**config.mk**
```make
export PLATFORM = sky130hd
export DESIGN_NAME = seven_seg_scan_ctrl
export DESIGN_NICKNAME = d
export VERILOG_FILES = /design/src/rtl/seven_seg_scan_ctrl.sv
export SDC_FILE = /design/constraint.sdc
export NUM_CORES = 1
export LEC_CHECK = 0
export ABC_AREA = 1
export ABC_CLOCK_PERIOD_IN_PS = 4170
export CORE_UTILIZATION = 39
export CTS_CLUSTER_SIZE = 28
export DETAILED_ROUTE_END_ITERATION = 10
export HOLD_SLACK_MARGIN = 0.1
export SLEW_MARGIN = 15
export SYNTH_ARGS = -nofsm -noshare
export SYNTH_HDL_FRONTEND = slang
export SYNTH_SLANG_ARGS = --single-unit
```
**constraint.sdc**
```tcl
create_clock -name clk -period 4.17 [get_ports clk]
set_input_delay 0.834 -clock clk [delete_from_list [all_inputs] [get_ports clk]]
set_output_delay 0.834 -clock clk [all_outputs]
set_load 0.1 [all_outputs]
```
**src/rtl/seven_seg_scan_ctrl.sv**
```systemverilog
// Time-multiplexed common-anode 7-segment scan controller: dual/single/rotate
// channel views, frame-aligned mode latching and leading-zero blanking.
module seven_seg_scan_ctrl #(
    parameter int NUM_DIGITS    = 8,
    parameter int NUM_CH        = 4,
    parameter int REFRESH_DIV   = 100000,
    parameter int ROTATE_FRAMES = 500,
    localparam int HALF  = NUM_DIGITS / 2,
    localparam int CH_W  = 4 * HALF,
    localparam int SEL_W = (NUM_CH > 1) ? $clog2(NUM_CH) : 1
) (
    input  logic                     clk,
    input  logic                     rst_n,
    input  logic [NUM_CH*CH_W-1:0]   digits,
    input  logic [1:0]               sw_mode,
    input  logic [SEL_W-1:0]         ch_sel,
    input  logic                     lz_blank,
    output logic [6:0]               segments,
    output logic [NUM_DIGITS-1:0]    anodes,
    output logic                     frame_start
);

    localparam int IDX_W = $clog2(NUM_DIGITS);
    localparam int PRE_W = $clog2(REFRESH_DIV);
    localparam int ROT_W = (ROTATE_FRAMES > 1) ? $clog2(ROTATE_FRAMES) : 1;

    localparam logic [PRE_W-1:0] LAST_PRE = PRE_W'(REFRESH_DIV - 1);
    localparam logic [IDX_W-1:0] LAST_IDX = IDX_W'(NUM_DIGITS - 1);
    localparam logic [IDX_W-1:0] HALF_IDX = IDX_W'(HALF);
    localparam logic [SEL_W-1:0] LAST_CH  = SEL_W'(NUM_CH - 1);
    localparam logic [ROT_W-1:0] LAST_ROT = ROT_W'(ROTATE_FRAMES - 1);

    typedef enum logic [1:0] {
        MODE_DUAL   = 2'd0,
        MODE_SINGLE = 2'd1,
        MODE_ROTATE = 2'd2,
        MODE_BLANK  = 2'd3
    } mode_e;

    logic [PRE_W-1:0]      prescaler_r;
    logic [IDX_W-1:0]      digit_idx_r;
    mode_e                 act_mode_r;
    logic [SEL_W-1:0]      act_sel_r;
    logic [SEL_W-1:0]      rot_ch_r;
    logic [ROT_W-1:0]      rot_cnt_r;
    logic [NUM_DIGITS-1:0] anodes_r;
    logic [6:0]            segments_r;
    logic                  frame_start_r;

    logic                  tick_s;
    logic                  wrap_s;
    logic                  upper_s;
    logic [IDX_W-1:0]      nib_idx_s;
    logic [SEL_W-1:0]      next_sel_s;
    logic [SEL_W-1:0]      ch_s;
    logic                  show_s;
    logic [CH_W-1:0]       ch_data_s;
    logic [3:0]            nibble_s;
    logic                  lz_hide_s;
    logic [NUM_DIGITS-1:0] anodes_nxt_s;
    logic [6:0]            segments_nxt_s;

    // Active-low {g,f,e,d,c,b,a} pattern for one hex nibble.
    function automatic logic [6:0] hex_to_seg(input logic [3:0] nib);
        logic [6:0] seg;
        case (nib)
            4'h0:    seg = 7'h40;
            4'h1:    seg = 7'h79;
            4'h2:    seg = 7'h24;
            4'h3:    seg = 7'h30;
            4'h4:    seg = 7'h19;
            4'h5:    seg = 7'h12;
            4'h6:    seg = 7'h02;
            4'h7:    seg = 7'h78;
            4'h8:    seg = 7'h00;
            4'h9:    seg = 7'h10;
            4'hA:    seg = 7'h08;
            4'hB:    seg = 7'h03;
            4'hC:    seg = 7'h46;
            4'hD:    seg = 7'h21;
            4'hE:    seg = 7'h06;
            4'hF:    seg = 7'h0E;
            default: seg = 7'h7F;
        endcase
        return seg;
    endfunction

    assign tick_s     = (prescaler_r == LAST_PRE);
    assign wrap_s     = tick_s && (digit_idx_r == LAST_IDX);
    assign next_sel_s = (act_sel_r == LAST_CH) ? {SEL_W{1'b0}} : act_sel_r + {{(SEL_W-1){1'b0}}, 1'b1};

    // Pick which channel and nibble the current digit slot shows.
    always_comb begin
        show_s    = 1'b0;
        ch_s      = {SEL_W{1'b0}};
        ch_data_s = {CH_W{1'b0}};
        upper_s   = (digit_idx_r >= HALF_IDX);
        nib_idx_s = upper_s ? (digit_idx_r - HALF_IDX) : digit_idx_r;
        case (act_mode_r)
            MODE_DUAL: begin
                show_s = 1'b1;
                ch_s   = upper_s ? next_sel_s : act_sel_r;
            end
            MODE_SINGLE: begin
                show_s = !upper_s;
                ch_s   = act_sel_r;
            end
            MODE_ROTATE: begin
                show_s = !upper_s;
                ch_s   = rot_ch_r;
            end
            default: begin
                show_s = 1'b0;
                ch_s   = {SEL_W{1'b0}};
            end
        endcase
        // A select beyond the last channel (non-power-of-two NUM_CH) shows nothing.
        if (int'(ch_s) < NUM_CH) begin
            ch_data_s = digits[int'(ch_s)*CH_W +: CH_W];
        end else begin
            show_s    = 1'b0;
            ch_data_s = {CH_W{1'b0}};
        end
        nibble_s  = ch_data_s[int'(nib_idx_s)*4 +: 4];
        lz_hide_s = lz_blank && (nib_idx_s != {IDX_W{1'b0}}) &&
                    ((ch_data_s >> {nib_idx_s, 2'b00}) == {CH_W{1'b0}});
    end

    // Next anode/segment drive; the tick cycle is forced dark to avoid ghosting.
    always_comb begin
        anodes_nxt_s   = {NUM_DIGITS{1'b1}};
        segments_nxt_s = 7'h7F;
        if (tick_s) begin
            anodes_nxt_s   = {NUM_DIGITS{1'b1}};
            segments_nxt_s = 7'h7F;
        end else if (show_s && !lz_hide_s) begin
            anodes_nxt_s[digit_idx_r] = 1'b0;
            segments_nxt_s            = hex_to_seg(nibble_s);
        end else begin
            anodes_nxt_s   = {NUM_DIGITS{1'b1}};
            segments_nxt_s = 7'h7F;
        end
    end

    // Prescaler, digit index and frame-aligned mode latch.
    always_ff @(posedge clk or negedge rst_n) begin
        if (!rst_n) begin
            prescaler_r   <= {PRE_W{1'b0}};
            digit_idx_r   <= {IDX_W{1'b0}};
            act_mode_r    <= MODE_BLANK;
            act_sel_r     <= {SEL_W{1'b0}};
            frame_start_r <= 1'b0;
        end else begin
            prescaler_r   <= tick_s ? {PRE_W{1'b0}} : prescaler_r + {{(PRE_W-1){1'b0}}, 1'b1};
            frame_start_r <= wrap_s;
            if (tick_s) begin
                digit_idx_r <= (digit_idx_r == LAST_IDX) ? {IDX_W{1'b0}}
                                                         : digit_idx_r + {{(IDX_W-1){1'b0}}, 1'b1};
            end
            if (wrap_s) begin
                act_mode_r <= mode_e'(sw_mode);
                act_sel_r  <= ch_sel;
            end
        end
    end

    // Rotate-mode channel stepping; restarts at channel 0 when rotate is entered.
    always_ff @(posedge clk or negedge rst_n) begin
        if (!rst_n) begin
            rot_ch_r  <= {SEL_W{1'b0}};
            rot_cnt_r <= {ROT_W{1'b0}};
        end else if (wrap_s) begin
            if ((mode_e'(sw_mode) == MODE_ROTATE) && (act_mode_r != MODE_ROTATE)) begin
                rot_ch_r  <= {SEL_W{1'b0}};
                rot_cnt_r <= {ROT_W{1'b0}};
            end else if (rot_cnt_r == LAST_ROT) begin
                rot_cnt_r <= {ROT_W{1'b0}};
                rot_ch_r  <= (rot_ch_r == LAST_CH) ? {SEL_W{1'b0}}
                                                   : rot_ch_r + {{(SEL_W-1){1'b0}}, 1'b1};
            end else begin
                rot_cnt_r <= rot_cnt_r + {{(ROT_W-1){1'b0}}, 1'b1};
            end
        end
    end

    // Registered display outputs.
    always_ff @(posedge clk or negedge rst_n) begin
        if (!rst_n) begin
            anodes_r   <= {NUM_DIGITS{1'b1}};
            segments_r <= 7'h7F;
        end else begin
            anodes_r   <= anodes_nxt_s;
            segments_r <= segments_nxt_s;
        end
    end

    assign anodes      = anodes_r;
    assign segments    = segments_r;
    assign frame_start = frame_start_r;

endmodule

```
# [Word-level counts from Yosys, hierarchy flattened]
# Memories as Yosys holds them, arrays and structs flattened.
# Index checks and enable logic that the tools add are counted.
[op_classes] n_addsub=6 n_lt_le_gt_ge=3 eq_ne=9 shifts=3 muxes=18 bitwise=1 n_reduce_logical=14
[op_table] operator="64-bit by 7-bit indexed part select with 16-bit output" n=1
[op_table] operator="9-bit two-way mux" n=2
[op_table] operator="17-bit by 1-bit adder with 17-bit output (second input constant)" n=1
[op_table] operator="17-bit == test (second input constant)" n=1
[op_table] operator="17-bit two-way mux" n=1
[op_table] operator="16-bit zero test" n=1
[op_table] operator="8-bit two-way mux" n=2
[op_table] operator="16-bit by 6-bit indexed part select with 4-bit output" n=1
[op_table] operator="16-bit by 5-bit >> shifter with 16-bit output" n=1
[op_table] operator="7-bit two-way mux" n=2
[op_table] operator="2-bit two-way mux" n=5
[op_table] operator="9-bit by 1-bit adder with 9-bit output (second input constant)" n=1
[op_table] operator="9-bit == test (second input constant)" n=1
[op_table] operator="2-bit == test (second input constant)" n=4
[op_table] operator="8-bit inverter" n=1
[op_table] operator="1-bit logical AND" n=6
[op_table] operator="3-bit two-way mux" n=2
[op_table] operator="2-bit case mux with 3 select lines" n=1
[op_table] operator="2-bit by 1-bit adder with 2-bit output (second input constant)" n=2
[op_table] operator="3-bit by 4-bit less-than comparator with 1-bit output (second input constant)" n=1
[op_table] operator="3-bit by 1-bit adder with 3-bit output (second input constant)" n=1
[op_table] operator="1-bit demux with 3-bit select" n=1
[op_table] operator="3-bit == test (second input constant)" n=1
[op_table] operator="3-bit by 1-bit >= comparator with 1-bit output (second input constant)" n=1
[op_table] operator="other kinds (12)" n=13
[word_totals] regBits=51 mem_bits_ro=112 input_bits=71 output_inout_bits=16 word_cells=64 memories=1
[mem_list] name="(name not given)" depth=16 word_bits=7 rd=1 rd_clocked_by_memory_dff=0 write_ports=0 line_no="66" source="case (nib)"

# [Logic depth before layout (Yosys ltp)]
# Gate-level depths: netlist of the first run.
[depth] depth_word=12 depth_mapped=24

# [Worst setup path before layout of the first run]
# No wires, ideal clock.
[synth_path] kind="flip-flop to flip-flop" startpoint="register act_mode_r[0]" endpoint="register segments_r[1] (netlist: segments[1])" arrival_time_ns=2.671 slack_ns=1.439 path_stages_with_launch=21 n_path_buf=3 period_less_slack_ns=2.731 path_cell_list="dfstp_2 > ha_1 > clkinv_1 > buf_2 > buf_2 > nand3_1 > nand3_1 > nand2_1 > nand2_1 > nand2_1 > nand2_1 > nand2_1 > ha_1 > and3b_1 > nand2_1 > a21oi_1 > nand3_1 > inv_1 > a21boi_2 > buf_6 > nand2_1"
[synth_between] elab_chain_len=10 word_cells_on_any_way=16 classes_between="eq/ne: 2; shift: 3; mux: 4; reduce/logical: 6; memory: 1"
[synth_rtl] element="start: declaration" line_no="42" source="mode_e act_mode_r;"
[synth_rtl] element="start signal: assignment" line_no="161" source="act_mode_r <= mode_e'(sw_mode);"
[synth_rtl] element="branches (longest 8 deep; another with memory read 16 x 7 bit)"
[synth_rtl] element="7-bit two-way mux *" line_no="136" source="end else if (show_s && !lz_hide_s) begin"
[synth_rtl] element="7-bit two-way mux *" line_no="133" source="if (tick_s) begin"
[synth_rtl] element="named net segments_nxt_s[1]" line_no="61" source="logic [6:0] segments_nxt_s;"
[synth_rtl] element="end signal: assignment" line_no="193" source="segments_r <= segments_nxt_s;"
[synth_rtl] element="end: declaration" line_no="47" source="logic [6:0] segments_r;"
# Mark *: on every way through the listed nets, which the timed path passes.
# A chain may end at the register's enable or synchronous reset.

# [Final worst setup path of the first run]
[layout_path] startpoint="register act_mode_r[1]" endpoint="register segments_r[4] (netlist: segments[4])"
# Same word-level chain as after synthesis.

==> results.toml, run 1 <==
[run_status]
status = "complete, no violations"

[drt]
antenna_left = 0
drtIter0Drc = 177
route.detailed.drc = 0
first_pass_iters = 4
avgRoutedWirePerCell_um = 13.29
num_vias = 3921
via_per_inst = 5.001
wl_um = 10420

[placement]
gp_congestion = 0.8422
port_buffers = 86
dp_hpwl_um = 8009

[setup_path]
start_kind = "register"
path_max_fanout = 21
setup.worst_path.class = "register to register"
cp.required_ns = 4.40
endpoint_kind = "register"
crit_arrival_ns = 3.77

[clocking]
cts_resized = 0
root_buffer = "clkbuf_8"
max-clock-path-buffers = 2
clk_latency_ns = 0.31
cts_tree = "yes"
clkTransAtPathRegs_ns = 0.10
numCtsBuffers = 5
cts_max_level = 2
clock_sinks = 51
cts_setup_buffers = 0
cts_hold_buf = 0

[sta]
holdWs_ns = 0.4606
clock.fmax_mhz = 282.5
drv_slew = 0
finalCritPeriodShare_pct = 84.88
slew_headroom_pct = 32.57
setup_viol = 0
finalSetupTns_ns = 0
rsz0062_at_grt = "false"
max_slew.worst_pin.slew_ns = 1.008
period_minus_slack_ns = 3.539
skew_ns = 0.01432
hold_viol = 0

[floorplanning]
die_width_um = 101.5
core_area_um2 = 9415
io_pins = 87
fp.dieH_um = 101.5
start_util_pct = 41.04
row_count = 35
die-area_um2 = 10310

[power_and_ir_drop]
power_density_nw_per_um2 = 198.3
p_leak_nw = 2.303
peakVddDrop_uv = 147.5

[synth]
ys_warn_count = 0
synth_area_um2 = 3864
synth_area_leaders = "dfrtp_1 22%, nand2_1 17%, nand3_1 14%, dfstp_2 12%, inv_1 5.9%"
synthTopCellsByCount = "178 x nand2_1, 109 x nand3_1, 61 x inv_1, 53 x nor2_1, 34 x dfrtp_1"
synth_cell_types = 31
ys_seq_elements = 51
synthesis.nets = 666
syn-instance-count = 578
synth_top_area_cell = "dfrtp_1"
avgSynthCellArea_um2 = 6.685
yosys.area.top_type_share_pct = 22.02
yosysSeqAreaShare_pct = 33.58
synth_edf_count = 0
synth-async-reset-ratio_pct = 100.0
synth.most_common_cell = "nand2_1"
ys.flop_type = "dfrtp_1"

[run]
maxCapViolCount = 0

[layout]
antennaDiodeCount = 0
nNetsFinal = 742
area_growth_pct = 26.13
drive_above_1_share_pct = 7.023

[global_route]
grt_pass1_vias = 3857
overflow = 0
grt_max_degree = 44
grt_pass1_wl_um = 17730
grt_usage_pct = 21.64
antenna_found_initial = 0

[worst_hold_path]
hold_path.class = "register to register"
## per-layer routing
metal / GRT usage (%) / up-vias / part of all wire [%]
li1: - / 2015 / -
met1: 27.47 / 1810 / 45
met2: 39.24 / 87 / 50
met3: 2.692 / 9 / 4.5
met4: 4.459 / 0 / 1.0
met5: 0 / - / 0
## layout make-up
class	instances	area [um2]
timing repair buffer	89	878.3
clock buffer	6	93.84
tap	129	161.4
fill	941	4542
multi-input combinational	443	2187
sequential	51	1297
inverter	64	240.2
clock inverter	2	15.01
## critical path, stage by stage (launching register included)
cell      delay [ns]
dfstp_2         0.56
ha_1            0.18
clkinv_1        0.44
nand2_1         0.24
inv_1           0.30
nand3_1         0.19
nand2_1         0.07
nand2_1         0.08
nand2_1         0.07
nand2_1         0.05
nand2_1         0.14
ha_1            0.27
and3b_1         0.18
nand2_1         0.06
a21oi_1         0.04
nand3_1         0.07
inv_1           0.06
a21boi_2        0.38
nand2_1         0.11
## where the power goes
group	leakage, nW	total [mW]	switching [mW]	internal [mW]
combinational	1.63	0.139	0.0599	0.0789
sequential	0.619	0.495	0	0.495
clock	0.0573	0.332	0.175	0.158
total	2.30	0.966	0.235	0.732
## through the flow
step	cell area, um2	power (mW)	instances	utilization, %	setup WS, ns
floorplan	3864	0.5517	578	-	1.439
global placement	4765	0.6442	776	50.60	0.7340
detailed placement	4765	0.6426	776	50.60	0.6280
CTS	4873	0.9849	784	51.76	0.6249
global route	4873	1.014	784	51.76	0.2703
finish	4873	0.9664	784	51.76	0.6306
## state kept, by name, indices dropped and copies added, names as in the netlist
signal / count
prescaler_r: 17
rot_cnt_r: 9
anodes: 8
segments: 7
digit_idx_r: 3
act_mode_r: 2
act_sel_r: 2
rot_ch_r: 2
frame_start: 1
## kinds of logic after synthesis
family	Yosys count	synth area share (%)
buffers and inverters	84	9.812
AO/OA/AOI/OAI	37	5.214
flip-flops	51	33.58
XOR/XNOR	4	0.9066
AND/OR/NAND/NOR	385	44.98
adder cells (fa/ha/maj)	17	5.505
## worst paths after layout
path | endpoint | slack, ns | from | cells past startpoint
max in group asynchronous | segments[5] | 2.86 | rst_n | 2
hold reg to reg | prescaler_r[0] | 0.46 | prescaler_r[0] | 1
setup reg to reg | segments[4] | 0.63 | act_mode_r[1] | 18
hold / removal | prescaler_r[0] | 0.46 | prescaler_r[0] | 1
setup / recovery | segments[4] | 0.63 | act_mode_r[1] | 18
min in group asynchronous | prescaler_r[8] | 0.50 | rst_n | 1
## layout by cell type (no fill, tap or decap)
cell	count
and3b_1	1
o21a_1	1
nor3_1	6
inv_1	61
clkinv_1	1
clkdlybuf4s50_1	85
inv_6	1
inv_4	1
a31oi_1	1
xor2_1	4
inv_2	2
o211ai_1	1
nand2_4	2
nand4_1	10
nand2_1	178
a221oi_1	1
clkbuf_16	1
buf_2	1
dfrtp_1	34
nor2_1	53
nand3_1	109
clkbuf_8	5
nand2_8	1
a21oi_1	15
nor3b_1	3
dfstp_2	17
nand3_2	4
a21boi_2	1
buf_4	3
nand3b_1	5
o21ai_0	17
nand2_2	7
nor4_1	6
ha_1	17
No activity file was read; power rests on OpenSTA's default activity.
==> inputs of run 2 (changes only) <==
Settings changed: ABC_CLOCK_PERIOD_IN_PS 4170 to 3000, PLACE_DENSITY set to 0.67.
Clock period 4.17 ns to 3 ns, I/O delays scaled along.
==> run 2 against run 1 <==
The flow now finishes with violations (setup timing); die area is the same; sequential share of layout area is 2.8 points lower; critical endpoint is now anodes[6]; first-iteration DRC count rose by 27%; critical path depth is 5 higher; core utilization grew 6.1 points; clock skew shrank 0.0024 ns; register-to-register slack got worse by 0.64 ns; wire length up 11%; critical path type unchanged; via count increased by 8.4%; largest power group unchanged; power increased by 38%; highest routed layer unchanged; hold slack worse by 0.081 ns.
==> results.toml, run 2 (synthesis results as in run 1) <==
[floorplanning]
io_pins = 87
core_area_um2 = 9415
row_count = 35
fp.dieH_um = 101.5
die_width_um = 101.5
start_util_pct = 41.04
die-area_um2 = 10310

[sta]
slew_headroom_pct = 45.10
max_slew.worst_pin.slew_ns = 0.8234
clock.fmax_mhz = 332.3
drv_slew = 0
skew_ns = 0.01191
setup_viol = 4
finalCritPeriodShare_pct = 100.3
hold_viol = 0
period_minus_slack_ns = 3.009
rsz0062_at_grt = "true"
fin_ws_ns = -0.009381

[power_and_ir_drop]
power_frac_comb_pct = 15.3
switching_share_pct = 24.04
internal_power_mw = 1.014
p_leak_nw = 2.531
power_density_nw_per_um2 = 245.1
peakVddDrop_uv = 182.5
p_seq_share_pct = 51.5
p_clk_share_pct = 33.1
p_sw_mw = 0.3210

[global_route]
grt_max_degree = 43
grt_usage_pct = 21.06
grt_pass1_wl_um = 17280
overflow = 0
grt_pass1_vias = 3850
antenna_found_initial = 0

[setup_path]
worst-path-stages = 23
path_max_fanout = 6
setup.worst_path.class = "register to register"
slowest_delay_ns = 0.58
start_kind = "register"
cp.required_ns = 3.24
critPathMostFrequentCell = "nand2_1"
ff2ff_setup_slack_ns = -0.009
critPathTopFamily = "simple AND/OR/NAND/NOR gates"
critPathSlowestCell = "dfstp_2"
worstPathBufferInverterCount = 5
crit_chain = "buf_4 > ha_4 > nand2_1 > nand2_2 > inv_4 > nand2_8 > nand2_8 > buf_6 > nand2_1 > nand3_1 > nand2_1 > nand2_1 > nand3_1 > nand2_2 > ha_4 > and3b_1 > nand2_1 > a21oi_1 > nand3_1 > inv_2 > a21boi_4 > clkbuf_16 > nand2_1"
crit_arrival_ns = 3.25
endpoint_kind = "register"
r2r_cells = 23

[layout]
drive_above_1_share_pct = 19.10
final_cell_mix = "169 x nand2_1, 98 x nand3_1, 69 x clkdlybuf4s50_1"
finish.utilization_pct = 57.85
nNetsFinal = 778
fillers = 879
final_common_cell = "nand2_1"
largest_reg_flops = 17
top_register = "prescaler_r"
final_area_um2 = 5446
antennaDiodeCount = 0
area_growth_pct = 40.96

[drt]
first_pass_iters = 5
antenna_left = 0
avgRoutedWirePerCell_um = 14.09
num_vias = 4249
drtIter0Drc = 225
route.detailed.drc = 0
via_per_inst = 5.182
wl_um = 11550

[clocking]
root_buffer = "clkbuf_8"
clk_latency_ns = 0.31
cts_hold_buf = 0
numCtsBuffers = 5
clkTransAtPathRegs_ns = 0.10
cts_tree = "yes"
max-clock-path-buffers = 2
clock_sinks = 51
cts_max_level = 2

[placement]
gp_congestion = 0.8412
port_buffers = 86
place_ws_ns = -0.09058
placed_area_um2 = 4825
dp_hpwl_um = 7919

[run_status]
violations = "setup timing"
status = "finished, violations left"

[worst_hold_path]
hold_path.class = "input pin to async pin"

[run]
maxCapViolCount = 0
-- run 2: per-layer routing --
layer,vias to the layer above,routed length (um),share of wire [%],track usage (%)
met5,-,0,0,0
li1,2105,-,-,-
met4,0,270,2.3,6.132
met2,141,5768,50,38.41
met3,29,699,6.1,3.244
met1,1974,4813,42,25.47
-- run 2: metrics by stage --
step	cells	power [mW]	setup TNS, ns	hold slack (ns)
4_1_cts	795	1.343	0	0.4060
6_report	820	1.335	-0.02102	0.3793
5_1_grt	820	1.391	-1.179	0.4537
3_3_place_gp	786	0.8946	0	0.4562
2_1_floorplan	578	0.7668	0	0.3044
3_5_place_dp	786	0.8942	-0.8861	0.4617
-- run 2: repair_timing --
item,4_1_cts,5_1_grt
pin swaps,1,22
endpoints found under the setup margin,11,15
cloned,0,6
resized for setup,1,55
setup buffers,1,19
-- run 2: worst reg2reg max path: stages (launching register included) --
cell and delay, ns:
dfstp_2 0.58, buf_4 0.13, ha_4 0.14, nand2_1 0.07, nand2_2 0.09, inv_4 0.05
nand2_8 0.10, nand2_8 0.09, buf_6 0.13, nand2_1 0.08, nand3_1 0.07, nand2_1 0.11
nand2_1 0.07, nand3_1 0.10, nand2_2 0.09, ha_4 0.16, and3b_1 0.16, nand2_1 0.05
a21oi_1 0.04, nand3_1 0.10, inv_2 0.06, a21boi_4 0.24, clkbuf_16 0.19, nand2_1 0.04
-- run 2: layout make-up --
class | count | area, um2 | share of cell area, %
repair buffers | 124 | 1269 | 23.29
flip-flops and latches | 51 | 1297 | 23.82
well taps | 129 | 161.4 | 2.963
clock inverters | 1 | 7.507 | 0.1378
multi-input cells | 444 | 2364 | 43.40
inverters | 64 | 251.5 | 4.618
clock buffers | 7 | 96.34 | 1.769
-- run 2: final timing paths --
check | to | from
setup reg to reg | anodes[6] | act_mode_r[1]
setup / recovery | anodes[6] | act_mode_r[1]
max in group asynchronous | anodes[3] | rst_n
hold / removal | prescaler_r[4] | rst_n
hold reg to reg | prescaler_r[0] | prescaler_r[0]
min in group clk | prescaler_r[0] | prescaler_r[0]
-- run 2: power groups by stage --
stage	clock network, mW	logic (mW)	registers (mW)
2_1_floorplan	0	0.0659	0.701
3_3_place_gp	0	0.194	0.701
3_5_place_dp	0	0.193	0.701
4_1_cts	0.461	0.194	0.688
5_1_grt	0.478	0.224	0.688
6_report	0.443	0.204	0.688
